### config.mk
export PLATFORM = sky130hd
export DESIGN_NAME = mem_bus_arbiter
export DESIGN_NICKNAME = d
export VERILOG_FILES = /design/src/rtl/mem_bus_arbiter_pkg.sv /design/src/rtl/mem_tag_owner_table.sv /design/src/rtl/mem_bus_arbiter.sv
export SDC_FILE = /design/constraint.sdc
export NUM_CORES = 1
export LEC_CHECK = 0
export CAP_MARGIN = 40
export CORE_AREA = 2 2 214 216
export CTS_CLUSTER_DIAMETER = 30
export DETAILED_ROUTE_END_ITERATION = 12
export DIE_AREA = 0 0 216 218
export GPL_TIMING_DRIVEN = 0
export PLACE_DENSITY = 0.36
export SLEW_MARGIN = 30
export SYNTH_ARGS = -nofsm -noshare
export SYNTH_HDL_FRONTEND = slang
export SYNTH_SLANG_ARGS = --single-unit
### constraint.sdc
create_clock -name clock -period 2.9 [get_ports clock]
set_input_delay 0.58 -clock clock [delete_from_list [all_inputs] [get_ports clock]]
set_output_delay 0.58 -clock clock [all_outputs]
set_load 0.005 [all_outputs]
### src/rtl/mem_bus_arbiter_pkg.sv
// Shared types for the processor-memory port arbiter and its tag owner table.
package mem_bus_arbiter_pkg;
  localparam int XLEN = 64;

  typedef enum logic [1:0] {
    BUS_NONE  = 2'h0,
    BUS_LOAD  = 2'h1,
    BUS_STORE = 2'h2
  } BUS_COMMAND;

  typedef enum logic {
    OWNER_I = 1'b0,
    OWNER_D = 1'b1
  } ARB_OWNER;

  typedef struct packed {
    logic     valid;
    ARB_OWNER owner;
  } TAG_OWNER_ENTRY;
endpackage

### src/rtl/mem_tag_owner_table.sv
// Per-tag owner record: allocated on accepted loads, released when the data tag returns.
module mem_tag_owner_table
  import mem_bus_arbiter_pkg::*;
#(
  parameter int TAG_W = 4
) (
  input  logic             clock,
  input  logic             reset,
  input  logic             alloc_en,
  input  logic [TAG_W-1:0] alloc_tag,
  input  ARB_OWNER         alloc_owner,
  input  logic [TAG_W-1:0] lookup_tag,
  output logic             hit,
  output ARB_OWNER         hit_owner,
  output logic             err_orphan,
  output logic             err_realloc
);
  localparam int NUM_TAGS = 2 ** TAG_W;

  TAG_OWNER_ENTRY [NUM_TAGS-1:0] tbl_q, tbl_d;
  TAG_OWNER_ENTRY look_ent, alloc_ent;

  always_comb begin
    look_ent    = tbl_q[lookup_tag];
    alloc_ent   = tbl_q[alloc_tag];
    hit         = (lookup_tag != '0) && look_ent.valid;
    hit_owner   = look_ent.owner;
    err_orphan  = (lookup_tag != '0) && !look_ent.valid;
    // Reusing a tag that is being released this very cycle is legal.
    err_realloc = alloc_en && alloc_ent.valid && !(hit && (lookup_tag == alloc_tag));

    tbl_d = tbl_q;
    if (hit)      tbl_d[lookup_tag] = '0;
    if (alloc_en) tbl_d[alloc_tag]  = '{valid: 1'b1, owner: alloc_owner};
  end

  always_ff @(posedge clock) begin
    if (reset) tbl_q <= '0;
    else       tbl_q <= tbl_d;
  end
endmodule

### src/rtl/mem_bus_arbiter.sv
// Shares one memory port between I-cache and D-cache: same-cycle grant with a
// starvation override for the I-cache, and tag-based routing of returned data.
module mem_bus_arbiter
  import mem_bus_arbiter_pkg::*;
#(
  parameter int TAG_W        = 4,
  parameter int STARVE_LIMIT = 4
) (
  input  logic             clock,
  input  logic             reset,
  input  logic [1:0]       Icache2arb_command,
  input  logic [XLEN-1:0]  Icache2arb_addr,
  input  logic [1:0]       Dcache2arb_command,
  input  logic [XLEN-1:0]  Dcache2arb_addr,
  input  logic [63:0]      Dcache2arb_data,
  input  logic [TAG_W-1:0] mem2arb_response,
  input  logic [63:0]      mem2arb_data,
  input  logic [TAG_W-1:0] mem2arb_tag,
  output logic [1:0]       arb2mem_command,
  output logic [XLEN-1:0]  arb2mem_addr,
  output logic [63:0]      arb2mem_data,
  output logic [TAG_W-1:0] arb2Icache_response,
  output logic [63:0]      arb2Icache_data,
  output logic [TAG_W-1:0] arb2Icache_tag,
  output logic [TAG_W-1:0] arb2Dcache_response,
  output logic [63:0]      arb2Dcache_data,
  output logic [TAG_W-1:0] arb2Dcache_tag,
  output logic             arb_error
);
  localparam int SC_W = $clog2(STARVE_LIMIT + 1);
  localparam logic [SC_W-1:0] STARVE_MAX = SC_W'(STARVE_LIMIT);

  logic [SC_W-1:0] starve_cnt_q, starve_cnt_d;
  logic            arb_error_q, arb_error_d;
  logic            i_req, d_req, i_win, d_win, accepted, alloc_en;
  logic            hit, err_orphan, err_realloc;
  ARB_OWNER        hit_owner, alloc_owner;

  always_comb begin
    i_req    = (Icache2arb_command == BUS_LOAD);
    d_req    = (Dcache2arb_command != BUS_NONE);
    i_win    = !reset && i_req && (!d_req || (starve_cnt_q == STARVE_MAX));
    d_win    = !reset && d_req && !i_win;
    accepted = (mem2arb_response != '0);

    arb2mem_command = BUS_NONE;
    arb2mem_addr    = '0;
    arb2mem_data    = '0;
    if (i_win) begin
      arb2mem_command = BUS_LOAD;
      arb2mem_addr    = Icache2arb_addr;
    end else if (d_win) begin
      arb2mem_command = Dcache2arb_command;
      arb2mem_addr    = Dcache2arb_addr;
      arb2mem_data    = Dcache2arb_data;
    end

    arb2Icache_response = i_win ? mem2arb_response : '0;
    arb2Dcache_response = d_win ? mem2arb_response : '0;
    arb2Icache_data     = mem2arb_data;
    arb2Dcache_data     = mem2arb_data;
    arb2Icache_tag      = (!reset && hit && hit_owner == OWNER_I) ? mem2arb_tag : '0;
    arb2Dcache_tag      = (!reset && hit && hit_owner == OWNER_D) ? mem2arb_tag : '0;

    // Stores return no data tag, so only accepted loads claim a table entry.
    alloc_en    = accepted && (i_win || (d_win && Dcache2arb_command == BUS_LOAD));
    alloc_owner = i_win ? OWNER_I : OWNER_D;

    starve_cnt_d = starve_cnt_q;
    if (i_req) begin
      if (i_win && accepted)              starve_cnt_d = '0;
      else if (starve_cnt_q != STARVE_MAX) starve_cnt_d = starve_cnt_q + 1'b1;
    end

    arb_error_d = arb_error_q || (!reset && (err_orphan || err_realloc));
  end

  always_ff @(posedge clock) begin
    if (reset) begin
      starve_cnt_q <= '0;
      arb_error_q  <= 1'b0;
    end else begin
      starve_cnt_q <= starve_cnt_d;
      arb_error_q  <= arb_error_d;
    end
  end

  assign arb_error = arb_error_q;

  mem_tag_owner_table #(.TAG_W(TAG_W)) u_owner_tbl (
    .clock       (clock),
    .reset       (reset),
    .alloc_en    (alloc_en),
    .alloc_tag   (mem2arb_response),
    .alloc_owner (alloc_owner),
    .lookup_tag  (mem2arb_tag),
    .hit         (hit),
    .hit_owner   (hit_owner),
    .err_orphan  (err_orphan),
    .err_realloc (err_realloc)
  );
endmodule

==> summary.txt, run 1 <==
Starting density of the core = 9.75%
Worst path most repeated cell = mux4_2
GR Util All Layers = 13.8%
Worst stage delay on the critical path = 0.59 ns
TritonCTS clock tree = done
Syn Area/Cell = 7.95 um2
Worst-Margin Slew = 0.697 ns
Fin crit share = 98.9%
Clk root buf = clkbuf_16
Net count after synthesis = 823
Routed vias/inst = 3.61
FP Rows = 78
Mapped Cells = 551
Port Buf Inserts = 476
Initial antenna violation count = 18
Avg WL per Cell = 21.2 um
First-pass GRT wire length = 46800 um
Core area = 44900 um2
CP Class = input port to output port
PD cells = 221 nW/um2
Yosys reg bits = 36
ANT nets after route = 0
Max Cap Viol = 0
Area share of the leading cell type in the synthesized netlist = 21.9%
Hold Violations, Final = 0
Drt pass-1 iters = 4
# setup viols final = 0
Post-synthesis sequential area ratio = 16.5%
Type of origin of the critical path = input port
Final Critical Period = 2.87 ns
Die height = 218 um
Final slew viol count = 0
Synth top cells by count = buf_4 (128), and2_1 (74), a22o_1 (65), dfxtp_1 (36), clkbuf_1 (29)
Dpl cells = 1627
Clock skew = 0.00331 ns
Synth unique cells = 53
Max rail drop VDD = 187 uV
Num CTS Buffers = 5
Max_slew headroom = 53.5%
YS warnings = 0
Crit. End Element = output port
FMAX = 349 MHz
Worst path cell trace = buf_16 > mux4_2 > mux4_2 > buf_6 > nor4_4 > buf_2
CP required = 2.32 ns
Final #Nets = 1332
Clk slew on worst S/H paths = 0.06 ns
DPL Wire Length = 30400 um
H-tree levels = 2
Vias in the first global route = 5947
Worst path top cell family by delay = multiplexers
Hold Slack = 0.465 ns
Slowest-stage cell, CP = mux4_2
Number of flops mapped to enable cells by yosys = 0
DR iter-0 viols = 223
Pleak = 4.52 nW
CP Buf/Inv Count = 3
Final non-filler cell total = 1667
Die Span X = 216 um
Worst Hold Class = flip-flop to flip-flop
Clock sinks = 36
Die area = 47100 um2
Most numerous cell in the Yosys netlist = buf_4
Deepest clock path buffer count = 2
Remaining DRCs = 0
Post-Syn Area = 4380 um2
Largest net degree at the start of global routing = 11
Leading area contributor after synthesis = buf_4
Crit path DAT = 2.29 ns
Synth Flop Type = dfxtp_1
GR Overflow Total = 0
Routed wire length = 35300 um
Worst-Skew Late Latency = 0.28 ns
Area Growth Syn to Fin = 139%
Status = finished clean
Via count = 6024
I/O pins = 545
RePlAce Congestion = 0.801
FFs w/ async S/R, synth = 0%
Share of layout cells above drive strength 1 = 30.2%
Ranking of synthesized cells by area = buf_4 (22%), dfxtp_1 (16%), a22o_1 (13%)
RSZ-0062 raised after global routing = yes
Crit-path max FO = 7
-- layer usage --
layer	global-route usage [%]	wire (um)	part of all wire, %	up-vias
met4	2.03	515	1.5	22
met5	0	148	0.42	-
li1	-	-	-	2883
met2	24.5	17600	50	281
met3	5.91	3630	10	41
met1	15.7	13400	38	2797
-- kinds of logic after synthesis --
| group | count (synthesis) | share of synthesized area [%] |
|---|---|---|
| buffers and inverters | 181 | 27.0 |
| adder cells (fa/ha/maj) | 2 | 0.572 |
| XOR/XNOR | 5 | 1.00 |
| AND/OR/NAND/NOR | 174 | 22.8 |
| multiplexers | 24 | 8.69 |
| flip-flops | 36 | 16.5 |
| AO/OA/AOI/OAI | 129 | 23.5 |
-- report_power, final --
group	internal, mW	switching [mW]
sequential	0.504	0.00691
clock	0.313	0.217
combinational	0.800	0.477
-- sequential cells by signal, summed over array words and instances, names as in the netlist --
name               count
starve_cnt_q           3
u_owner_tbl.tbl_q     32
arb_error              1
-- cell type report --
type / count / area, um2
Sequential cell: 36 / 721
Clock buffer: 6 / 129
Clock inverter: 1 / 5.00
Tap cell: 600 / 751
Fill cell: 5040 / 34400
Multi-Input combinational cell: 334 / 2710
Buffer: 172 / 1440
Inverter: 9 / 33.8
Antenna cell: 7 / 17.5
Timing Repair Buffer: 502 / 4680
-- worst reg2reg max path, cell delays in order (launching register included) --
cell and delay, ns:
dfxtp_1 0.31, inv_1 0.12, ha_4 0.18, a21boi_0 0.12, o22ai_1 0.39, clkbuf_1 0.50, nand3_1 0.18, a41o_1 0.26
-- metrics by stage --
stage | total power, mW | TNS, ns | utilization [%] | area [um2] | setup slack (ns)
after floorplan | 0.927 | 0 | - | 4380 | 0.250
after global placement | 1.78 | -190.72 | 22.0 | 9890 | -1.83
after detailed placement | 1.78 | -191.12 | 22.0 | 9890 | -1.81
after CTS | 2.34 | -0.0748 | 23.4 | 10500 | -0.0621
after global routing | 2.43 | -0.0629 | 23.3 | 10500 | -0.0511
final | 2.32 | 0 | 23.4 | 10500 | 0.0308
-- path summary, 6_finish.rpt --
check	start	endpoint	cells after the start	slack [ns]
setup / recovery	mem2arb_tag[0]	arb2Icache_tag[3]	6	0.03
hold / removal	u_owner_tbl.tbl_q[6]$_SDFF_PP0_	u_owner_tbl.tbl_q[6]$_SDFF_PP0_	2	0.46
setup reg to reg	starve_cnt_q[0]$_SDFFE_PP0P_	u_owner_tbl.tbl_q[20]$_SDFF_PP0_	7	0.73
hold reg to reg	u_owner_tbl.tbl_q[6]$_SDFF_PP0_	u_owner_tbl.tbl_q[6]$_SDFF_PP0_	2	0.46
-- layout by cell type, fill, tap and decap left out, types with 4 or more instances in the layout --
cell / count
nor2b_1: 15
clkdlybuf4s15_2: 7
clkbuf_16: 10
nand2_1: 23
buf_6: 14
mux2i_1: 11
buf_8: 6
nand4_1: 9
clkbuf_2: 55
inv_1: 8
a22o_4: 5
o311ai_0: 4
buf_12: 6
a41oi_1: 4
a22o_1: 60
dlygate4sd2_1: 50
diode_2: 7
buf_2: 22
o41ai_1: 7
o21ai_0: 4
clkdlybuf4s50_1: 325
dfxtp_1: 36
clkbuf_1: 10
nand3_1: 16
and2_1: 71
clkdlybuf4s15_1: 13
mux4_2: 11
a21oi_1: 17
nor2_1: 8
clkbuf_8: 9
nand2b_1: 7
buf_4: 145
o31ai_1: 4
-- what timing repair did --
item	4_1_cts	5_1_grt
resized for setup	404	115
cloned	2	2
setup buffers	19	2
hold buffers	0	0
setup endpoints to repair	152	80
pin swaps	8	2
No activity file was read; power rests on OpenSTA's default activity.
==> run 2, diff against run 1 <==
--- a/config.mk
+++ b/config.mk
@@ -11,7 +11,7 @@
 export DETAILED_ROUTE_END_ITERATION = 12
 export DIE_AREA = 0 0 216 218
 export GPL_TIMING_DRIVEN = 0
-export PLACE_DENSITY = 0.36
+export PLACE_DENSITY = 0.37
 export SLEW_MARGIN = 30
 export SYNTH_ARGS = -nofsm -noshare
 export SYNTH_HDL_FRONTEND = slang
==> constraint.sdc (replaced) <==
create_clock -name clock -period 2.6 [get_ports clock]
set_input_delay 0.52 -clock clock [delete_from_list [all_inputs] [get_ports clock]]
set_output_delay 0.52 -clock clock [all_outputs]
set_load 0.005 [all_outputs]
==> run 2 against run 1 <==
The flow now finishes with violations (negative setup slack). Worst setup slack worse by 0.17 ns. Sequential share of layout area down 0.44 points. First-iteration DRC count up 3.6%. Count of clock-buffer cells in the layout up 1. Clock skew up 0.0047 ns. Non-clock buffer count up 31. Register-to-register slack worse by 0.23 ns. Global-route usage up 0.16 points. Via count up 2.6%.
==> summary.txt, run 2 (same netlist as run 1, synthesis figures left out) <==
First-pass GRT wire length = 47400 um
Clk root buf = clkbuf_16
FILL cells = 4963
Max_slew headroom = 56.6%
Leading cell type in the layout, fill and taps excluded = clkdlybuf4s50_1
Post-DP Area = 9890 um2
Largest net degree at the start of global routing = 12
CP required = 2.08 ns
I/O pins = 545
RePlAce Congestion = 0.768
Clock power frac = 25.5%
Fin crit share = 105%
DR iter-0 viols = 231
Finished Cell Area = 11200 um2
Remaining DRCs = 0
Die height = 218 um
Final #Nets = 1363
Core area = 44900 um2
FP Rows = 78
Commonest cells after routing, fill and taps aside = clkdlybuf4s50_1 (324), buf_4 (149), buf_6 (79)
FMAX = 365 MHz
Worst Hold Class = flip-flop to flip-flop
Internal = 2.11 mW
Pleak = 4.93 nW
Status = finished with violations
RSZ-0062 raised after global routing = yes
# setup viols final = 73
Max rail drop VDD = 178 uV
Min setup slack post-route = -0.139 ns
Combinational power share = 55.0%
Final Util = 25.0%
Deepest clock path buffer count = 2
Vias in the first global route = 5988
Hold buffers post-CTS = 0
CP Class = input port to output port
Worst-Margin Slew = 0.652 ns
Worst stage delay on the critical path = 0.59 ns
Clock sinks = 36
Final Critical Period = 2.74 ns
Num CTS Buffers = 5
Type of origin of the critical path = input port
TritonCTS clock tree = done
Crit-path max FO = 6
Die area = 47100 um2
Worst path cell trace = buf_16 > mux4_2 > mux4_2 > buf_6 > nor4b_2 > clkbuf_2
Max reg flops = 32
Die Span X = 216 um
Switch Pwr = 0.836 mW
Area Growth Syn to Fin = 157%
ANT nets after route = 0
Share of layout cells above drive strength 1 = 40.5%
Most flops, register = u_owner_tbl.tbl_q
Clk slew on worst S/H paths = 0.06 ns
Failing checks = negative setup slack
Slowest-stage cell, CP = mux4_2
H-tree levels = 2
Worst path most repeated cell = mux4_2
Crit path DAT = 2.22 ns
Routed vias/inst = 3.65
Avg WL per Cell = 21.1 um
GR Overflow Total = 0
DPL Wire Length = 30300 um
GR Util All Layers = 14.0%
Final slew viol count = 0
Starting density of the core = 9.75%
Initial antenna violation count = 13
Max Cap Viol = 0
Worst-Skew Late Latency = 0.29 ns
Via count = 6182
Net Sw Frac = 28.4%
Register share of total power = 19.4%
Clock skew = 0.00801 ns
PD cells = 262 nW/um2
Routed wire length = 35800 um
Drt pass-1 iters = 4
Port Buf Inserts = 476
Crit. End Element = output port
Hold Violations, Final = 0
-- run 2: cell types whose count changed in the layout (fill, tap and decap cells not counted), moves of 7 or more --
cell	before	now
clkbuf_2	55	29
buf_8	6	14
and2_1	71	46
and2_4	3	28
a22o_1	60	47
buf_6	14	79
buf_2	22	54
a22o_4	5	18
clkdlybuf4s15_1	13	5
clkbuf_8	9	2
dlygate4sd2_1	50	6
-- run 2: layout make-up --
| cell class | instances | area (um2) | share of cell area [%] |
|---|---|---|---|
| diodes | 4 | 10.0 | 0.0891 |
| plain buffers | 172 | 1410 | 12.6 |
| clock buffers | 7 | 153 | 1.36 |
| clock inverters | 1 | 30.0 | 0.267 |
| inverters | 9 | 33.8 | 0.301 |
| multi-input cells | 334 | 2880 | 25.7 |
| flip-flops and latches | 36 | 723 | 6.44 |
| well taps | 600 | 751 | 6.68 |
| repair buffers | 533 | 5240 | 46.6 |
-- run 2: layer usage --
metal	GRT usage [%]	wire [um]
met1	16.2	13600
met2	25.3	18500
met3	5.08	3300
met4	1.58	297
met5	0	157
-- run 2: repair_timing --
action	in CTS	in global routing
cloned	5	7
setup buffers	27	20
gates resized for setup	536	278
endpoints found under the setup margin	157	143
pin swaps	16	42
-- run 2: power by group through the flow --
stage               sequential (mW)  combinational, mW  clock [mW]
global route                  0.572               1.71       0.797
global placement              0.583               1.40           0
finish                        0.571               1.62       0.752
detailed placement            0.583               1.40           0
floorplan                     0.580              0.454           0
CTS                           0.571               1.51       0.766
-- run 2: path summary, 6_finish.rpt --
check | startpoint | endpoint | slack, ns | cells after the start
min reg2reg | u_owner_tbl.tbl_q[6]$_SDFF_PP0_ | u_owner_tbl.tbl_q[6]$_SDFF_PP0_ | 0.47 | 2
max | mem2arb_tag[0] | arb2Dcache_tag[0] | -0.14 | 6
min | u_owner_tbl.tbl_q[6]$_SDFF_PP0_ | u_owner_tbl.tbl_q[6]$_SDFF_PP0_ | 0.47 | 2
max reg2reg | starve_cnt_q[0]$_SDFFE_PP0P_ | u_owner_tbl.tbl_q[30]$_SDFF_PP0_ | 0.50 | 7
-- run 2: stage by stage --
step                      hold slack (ns)  setup TNS, ns  worst slack (ns)  total power, mW  cells
after floorplan                     0.432              0            0.0703             1.03    551
after global placement              0.448        -215.98             -1.89             1.98   1627
after detailed placement            0.460        -214.67             -1.88             1.99   1627
after CTS                           0.466          -8.97            -0.255             2.84   1667
after global routing                0.482          -9.58            -0.224             3.08   1692
final                               0.465          -3.39            -0.139             2.94   1696
-- run 2: critical path, delay by kind of cell --
family / cells / cell delay (ns)
buffers and inverters: 3 / 0.41
multiplexers: 2 / 1.13
AND/OR/NAND/NOR: 1 / 0.15
==> run 3, diff against run 2 <==
--- a/config.mk
+++ b/config.mk
@@ -12,6 +12,7 @@
 export DIE_AREA = 0 0 216 218
 export GPL_TIMING_DRIVEN = 0
 export PLACE_DENSITY = 0.37
+export REMOVE_ABC_BUFFERS = 1
 export SLEW_MARGIN = 30
 export SYNTH_ARGS = -nofsm -noshare
 export SYNTH_HDL_FRONTEND = slang
==> run 3 against run 2 <==
The flow still finishes with violations (negative setup slack). Routed wire length is 48% higher. Register-to-register slack better by 0.02 ns. Non-clock buffer count is 267 lower. Fmax is 2.0% lower. Combinational power is 8% lower.
==> summary.txt, run 3 (same netlist as run 1, synthesis figures left out) <==
Worst hold stages = 1
Commonest cells after routing, fill and taps aside = clkdlybuf4s50_1 (196), buf_6 (101), and2_4 (47)
PD cells = 286 nW/um2
Largest net degree at the start of global routing = 24
Fin crit share = 108%
Num CTS Buffers = 5
R2R Path Start = starve_cnt_q[0]$_SDFFE_PP0P_
Max_slew headroom = 59.0%
Setup WS pre-CTS = -1.55 ns
Crit. End Element = output port
H-tree levels = 2
Die area = 47100 um2
Crit path DAT = 2.28 ns
Deepest clock path buffer count = 2
Share of layout cells above drive strength 1 = 42.2%
ANT nets after route = 0
Worst Hold Class = flip-flop to flip-flop
Clock sinks = 36
Max Cap Viol = 0
GR Overflow Total = 0
Routed vias/inst = 4.01
Status = finished with violations
Clk root buf = clkbuf_16
Pleak = 4.15 nW
Worst R2R Path Depth = 7
GR Util All Layers = 21.8%
Core area = 44900 um2
Worst-Margin Slew = 0.613 ns
Die height = 218 um
Die Span X = 216 um
Most flops, register = u_owner_tbl.tbl_q
Failing checks = negative setup slack
Starting density of the core = 9.75%
CP Class = flip-flop to output port
RSZ-0062 raised after global routing = yes
FMAX = 358 MHz
Area Growth Syn to Fin = 120%
Vias in the first global route = 5929
Routed wire length = 53100 um
FILL cells = 4982
Type of origin of the critical path = flip-flop
Dpl cells = 1344
R2R setup slack = 0.52 ns
Final slew viol count = 0
Worst-Skew Late Latency = 0.28 ns
TritonCTS clock tree = done
Hold Violations, Final = 0
R2r endpoint = u_owner_tbl.tbl_q[12]$_SDFF_PP0_
Hold buffers post-CTS = 0
Hold Path Origin = u_owner_tbl.tbl_q[0]$_SDFF_PP0_
First-pass GRT wire length = 66200 um
Final Critical Period = 2.80 ns
Drt pass-1 iters = 4
DR iter-0 viols = 397
Remaining DRCs = 0
Via count = 5737
Avg WL per Cell = 37.1 um
Leading cell type in the layout, fill and taps excluded = clkdlybuf4s50_1
Port Buf Inserts = 352
Final non-filler cell total = 1431
Max rail drop VDD = 196 uV
DPL Wire Length = 44800 um
Max reg flops = 32
Min setup slack post-route = -0.196 ns
Final #Nets = 1096
RePlAce Congestion = 0.952
Hold Path End = u_owner_tbl.tbl_q[0]$_SDFF_PP0_
Total power = 2.75 mW
Initial antenna violation count = 10
Clk slew on worst S/H paths = 0.06 ns
FP Rows = 78
Crit-path max FO = 5
# setup viols final = 106
I/O pins = 545
CP required = 2.08 ns
Clock skew = 0.00226 ns
Final Util = 21.5%
run 3: worst max path at each step:
| stage | startpoint | slack [ns] | end |
|---|---|---|---|
| after CTS | starve_cnt_q[0]$_SDFFE_PP0P_ | -0.20 | arb2mem_addr[40] |
| after global placement | reset | -9.30 | arb2mem_addr[20] |
| after floorplan | starve_cnt_q[0]$_SDFFE_PP0P_ | -3.21 | arb2mem_addr[0] |
| after global routing | starve_cnt_q[0]$_SDFFE_PP0P_ | -0.25 | arb2mem_addr[10] |
| final | starve_cnt_q[0]$_SDFFE_PP0P_ | -0.20 | arb2mem_data[5] |
| after detailed placement | Icache2arb_command[0] | -1.55 | arb2mem_addr[61] |
run 3: timing repair:
| action | CTS | global route |
|---|---|---|
| pin swaps | 52 | 51 |
| gates cloned | 18 | 2 |
| buffers inserted | 44 | 16 |
| setup endpoints to repair | 146 | 140 |
| gates resized for setup | 745 | 160 |
run 3: worst max-delay path, stage by stage, from the launching register on:
cell       delay [ns]
dfxtp_2          0.34
inv_2            0.05
ha_4             0.17
o2bb2ai_4        0.12
a21o_4           0.22
a21oi_4          0.13
buf_12           0.16
buf_8            0.11
buf_16           0.11
buf_4            0.14
buf_6            0.10
and2_4           0.20
buf_6            0.12
run 3: final cells by class:
type | instances | area [um2] | share of cell area (%)
antenna | 6 | 15.0 | 0.156
clock buffer | 6 | 129 | 1.34
clock inverter | 2 | 35.0 | 0.363
inverter | 9 | 33.8 | 0.350
multi-input combinational | 334 | 3070 | 31.8
sequential | 36 | 723 | 7.50
tap | 600 | 751 | 7.79
timing repair buffer | 438 | 4890 | 50.7
run 3: where the power goes:
part / internal, mW / switching [mW] / leakage [nW]
registers: 0.563 / 0.00823 / 0.292
logic: 0.864 / 0.624 / 3.78
clock network: 0.452 / 0.245 / 0.0809
total: 1.88 / 0.877 / 4.15
run 3: stage by stage:
step                hold slack [ns]  instance area (um2)   TNS, ns
global route                  0.475                 9630    -13.23
finish                        0.467                 9640     -6.58
global placement              0.457                 7500  -1254.33
CTS                           0.466                 9310    -11.89
floorplan                     0.432                 3230   -427.59
detailed placement            0.461                 7800   -173.58
run 3: routing by layer:
layer | GRT usage, % | wire, um
met1 | 20.3 | 16800
met2 | 31.7 | 21800
met3 | 22.1 | 12200
met4 | 6.83 | 1730
met5 | 9.48 | 581
==> patch 1 (flow settings as in run 2) <==
`TAG_W` is set to 4 in 2 places; all go to 5.
--- a/src/rtl/mem_tag_owner_table.sv
+++ b/src/rtl/mem_tag_owner_table.sv
@@ -4,3 +4,3 @@
 #(
-  parameter int TAG_W = 4
+  parameter int TAG_W = 5
 ) (
--- a/src/rtl/mem_bus_arbiter.sv
+++ b/src/rtl/mem_bus_arbiter.sv
@@ -5,3 +5,3 @@
 #(
-  parameter int TAG_W        = 4,
+  parameter int TAG_W        = 5,
   parameter int STARVE_LIMIT = 4
Interface: changed (6 resized); port bits go from 545 to 551. No check against the original RTL was run, so the function may have changed too.
==> patch 1 against run 2 <==
  * The run still ends with setup timing left
  * Synthesized area up 39%
  * First-iteration DRC count rose to 2.5 times the old value
  * Setup slack worse by 0.43 ns
  * Combinational power up 20%
  * Wire length up 44%
  * Clock skew up 0.0022 ns
  * Final area up 24%
  * Power up 46%
  * Sequential cell count up 32
  * Largest cell class unchanged
==> patch 1: results (changes against run 2) <==
| Metric | Value |
|---|---|
| First-pass GRT wire length | 67,900 um (+43%) |
| Area contributors post-synth | dfxtp_1 22%, buf_4 16%, a22o_1 9.4% |
| Drt first pass iters | 5 (+1) |
| Critical path peak fanout | 8 (+2) |
| Sequential area share after synthesis | 22.4% (+6.0 points) |
| Largest net degree at the start of global routing | 14 (+2) |
| P_sw | 1.30 mW (+55%) |
| Vias | 8,263 (+34%) |
| CTS HTree Levels | 3 (+1) |
| Largest register FFs | 64 (+100%) |
| Detailed Place HPWL | 42,700 um (+41%) |
| Synthesized net count | 1,037 (+26%) |
| Worst setup path endpoint | arb2Icache_tag[1] |
| Cell family with most CP delay | simple AND/OR/NAND/NOR gates |
| CP arrival | 2.65 ns (+0.43 ns) |
| Final setup vio count | 129 (+77%) |
| Hold endpoint | u_owner_tbl.tbl_q[5]$_SDFF_PP0_ |
| Worst Hold Launch | u_owner_tbl.tbl_q[5]$_SDFF_PP0_ |
| DR iter-0 viols | 586 (+150%) |
| R2R Path End | u_owner_tbl.tbl_q[40]$_SDFF_PP0_ |
| Commonest cells in the netlist | 129 x buf_4, 86 x and2_1, 68 x dfxtp_1 |
| CP max stage delay | 0.57 ns (-0.02 ns) |
| Num CTS Buffers | 9 (+4) |
| Syn_area_per_cell | 7.96 sq um (+0.16%) |
| GRT Util Overall | 20.9% (+6.9 points) |
| Post-route insts no fill | 1,962 (+16%) |
| GP Congestion | 0.819 (+6.6%) |
| Initial antenna violation count | 16 (+3) |
| Clock Latency Late Sink | 0.35 ns (+0.06 ns) |
| Met2 usage | 34.5% (+9.2 points) |
| Final nets | 1,628 (+19%) |
| Comb pwr share | 45.5% (-9.5 points) |
| Failing checks | setup timing |
| Number of global-route vias before repair | 8,117 (+36%) |
| LEAKAGE | 5.95 nW (+21%) |
| TNS Setup | -21.18 ns (-17.79 ns) |
| Met3 wire len | 4610 um (+40%) |
| Clk pwr share | 29.9% (+4.4 points) |
| Final Worst Setup Slack | -0.566 ns (-0.427 ns) |
| Status | finished with violations |
| Rel. slew slack | 40.9% (-16 points) |
| Seq. pwr | 1.06 mW (+86%) |
| Grt met1 use | 27.1% (+11 points) |
==> patch 1: cell count changes after synthesis, sizes merged, moves of 11 or more <==
cell,run 2,this run
and2,74,87
clkbuf,29,43
dfxtp,36,68
mux2i,11,22
nand2,24,53
nor2,9,32
nor3,4,33
o21ai,4,22
o22ai,2,21
==> patch 1: what timing repair did <==
action	in CTS	in global routing
endpoints found under the setup margin	213	187
hold buffers	0	0
pin swaps	74	71
setup buffers	88	22
gates cloned	9	1
resized for setup	1005	111
==> patch 1: per-stage QoR <==
stage | hold WS (ns) | utilization [%] | instance area [sq um]
2_1_floorplan | 0.433 | - | 6130
3_3_place_gp | 0.452 | 26.1 | 11700
3_5_place_dp | 0.461 | 26.2 | 11700
4_1_cts | 0.470 | 30.5 | 13700
5_1_grt | 0.482 | 31.1 | 14000
6_report | 0.473 | 31.1 | 14000
==> patch 1: layout make-up <==
| type | count | area [sq um] | area share (%) |
|---|---|---|---|
| clock inverters | 7 | 76.3 | 0.547 |
| diodes | 3 | 7.51 | 0.0538 |
| well taps | 600 | 751 | 5.38 |
| inverters | 12 | 45.0 | 0.323 |
| clock buffers | 9 | 225 | 1.61 |
| repair buffers | 592 | 5950 | 42.6 |
| flip-flops and latches | 68 | 1360 | 9.77 |
| plain buffers | 177 | 1500 | 10.8 |
| multi-input cells | 494 | 4040 | 28.9 |
==> patch 1: cells by family after synthesis <==
group	Yosys count	share of synthesized area, %
XOR/XNOR	7	1.01
buffers and inverters	201	21.0
AO/OA/AOI/OAI	170	20.7
adder cells (fa/ha/maj)	2	0.412
multiplexers	39	9.93
AND/OR/NAND/NOR	276	24.5
flip-flops	68	22.4
==> patch 2 (config.mk and constraints of run 2) <==
Without the edit above. Reset style: asynchronous (`reset`), changed in 2 clocked blocks.
--- a/src/rtl/mem_tag_owner_table.sv
+++ b/src/rtl/mem_tag_owner_table.sv
@@ -36,3 +36,3 @@
 
-  always_ff @(posedge clock) begin
+  always_ff @(posedge clock or posedge reset) begin
     if (reset) tbl_q <= '0;
--- a/src/rtl/mem_bus_arbiter.sv
+++ b/src/rtl/mem_bus_arbiter.sv
@@ -77,3 +77,3 @@
 
-  always_ff @(posedge clock) begin
+  always_ff @(posedge clock or posedge reset) begin
     if (reset) begin
Formal check against the unedited RTL: differs if reset is asserted again (counterexample within 4 cycles, from zero or initial values and one cycle with reset high); with reset held inactive, the same outputs for 4 cycles.
==> patch 2 against run 2 <==
  * The flow still finishes with violations (setup timing)
  * Synthesized area grew 0.31%
  * Setup slack gained 0.0085 ns
  * Final area shrank 1.5%
  * Hold slack lost 0.012 ns
  * Combinational power grew 35%
  * Clock skew shrank 0.0012 ns
  * First-iteration DRC count grew 12%
  * Wire length shrank 1.8%
  * Power grew 21%
  * Synthesized cell count shrank 2.4%
  * Sequential cell count is the same
  * Die area is the same
==> patch 2: results (changes against run 2) <==
| Metric | Value |
|---|---|
| Cells after Synth | 538 (-2.4%) |
| Worst r2r path cells | 9 (+2) |
| GRT Util Overall | 13.5% (-0.53 points) |
| Final setup vio count | 31 (-58%) |
| Initial antenna violation count | 10 (-3) |
| Number of global-route vias before repair | 5,881 (-1.8%) |
| Final nets | 1,354 (-0.66%) |
| Worst min path class | primary input to async pin |
| DP Area | 9990 sq um (+1.0%) |
| Rel. slew slack | 50.3% (-6.3 points) |
| Placed Cells incl. Taps | 1,616 (-0.68%) |
| Worst hold slack | 0.453 ns (-0.0120 ns) |
| Netlist cell types | 45 (-15%) |
| First-pass GRT wire length | 45,700 um (-3.7%) |
| Largest net degree at the start of global routing | 25 (+13) |
| Status | finished with violations |
| GP Congestion | 0.780 (+1.5%) |
| Final Worst Setup Slack | -0.131 ns (+0.00851 ns) |
| Vias | 5,986 (-3.2%) |
| Share of cells above drive strength 1 | 36.5% (-4.0 points) |
| R2R Path End | u_owner_tbl.tbl_q[6]$_DFF_PP0_ |
| Critical path peak fanout | 5 (-1) |
| Max IR drop VDD | 0.218 mV (+22%) |
| CP max stage delay | 0.39 ns (-0.20 ns) |
| Vias per inst | 3.55 (-2.5%) |
| Area contributors post-synth | buf_4 22%, dfrtp_1 21%, a22o_1 13% |
| Routed wire length | 35,200 um (-1.8%) |
| Failing checks | setup timing |
| Cell family with most CP delay | buffers and inverters |
## patch 2: cell type report
cell class                 count  area (sq um)
antenna                        3          7.51
buffer                       167          1500
clock buffer                   6           129
clock inverter                 1          5.00
fill                        4999         33800
inverter                       5          22.5
multi-input combinational    329          2630
sequential                    36           901
tap                          600           751
timing repair buffer         538          5120
## patch 2: worst min-delay path: stages
cell and delay [ns]:
clkbuf_8 0.15, clkinvlp_4 0.10, buf_4 0.13, buf_12 0.18
## patch 2: power by group
part	leakage (nW)	total, mW	internal [mW]	switching (mW)
Clock	0.0667	0.577	0.348	0.229
Sequential	0.463	0.801	0.694	0.107
Combinational	4.64	2.18	1.35	0.828
## patch 2: repair_timing
action	4_1_cts	5_1_grt
endpoints found under the setup margin	156	98
cloned	5	9
setup buffers	37	13
resized for setup	574	111
pin swaps	22	68
## patch 2: per-layer routing
metal	track usage, %	vias up	share of wire [%]
met5	0	-	0.29
met4	1.99	14	1.8
met3	4.16	37	7.5
met2	24.3	267	51
met1	15.9	2845	39
li1	-	2823	-
## patch 2: cell families after synthesis
kind of cell	after synthesis	synth area share, %
XOR/XNOR	4	0.798
adder cells (fa/ha/maj)	2	0.570
AND/OR/NAND/NOR	193	23.7
buffers and inverters	173	26.2
flip-flops	36	20.5
AO/OA/AOI/OAI	98	18.1
multiplexers	32	10.1
## patch 2: through the flow
step	power (mW)	TNS, ns	setup WS [ns]	utilization, %
2_1_floorplan	1.51	-0.158	-0.00316	-
3_3_place_gp	2.67	-171.82	-1.63	22.2
3_5_place_dp	2.69	-153.35	-1.64	22.3
4_1_cts	3.49	-0.962	-0.139	23.9
5_1_grt	3.76	-6.17	-0.222	24.6
6_report	3.56	-1.78	-0.131	24.7
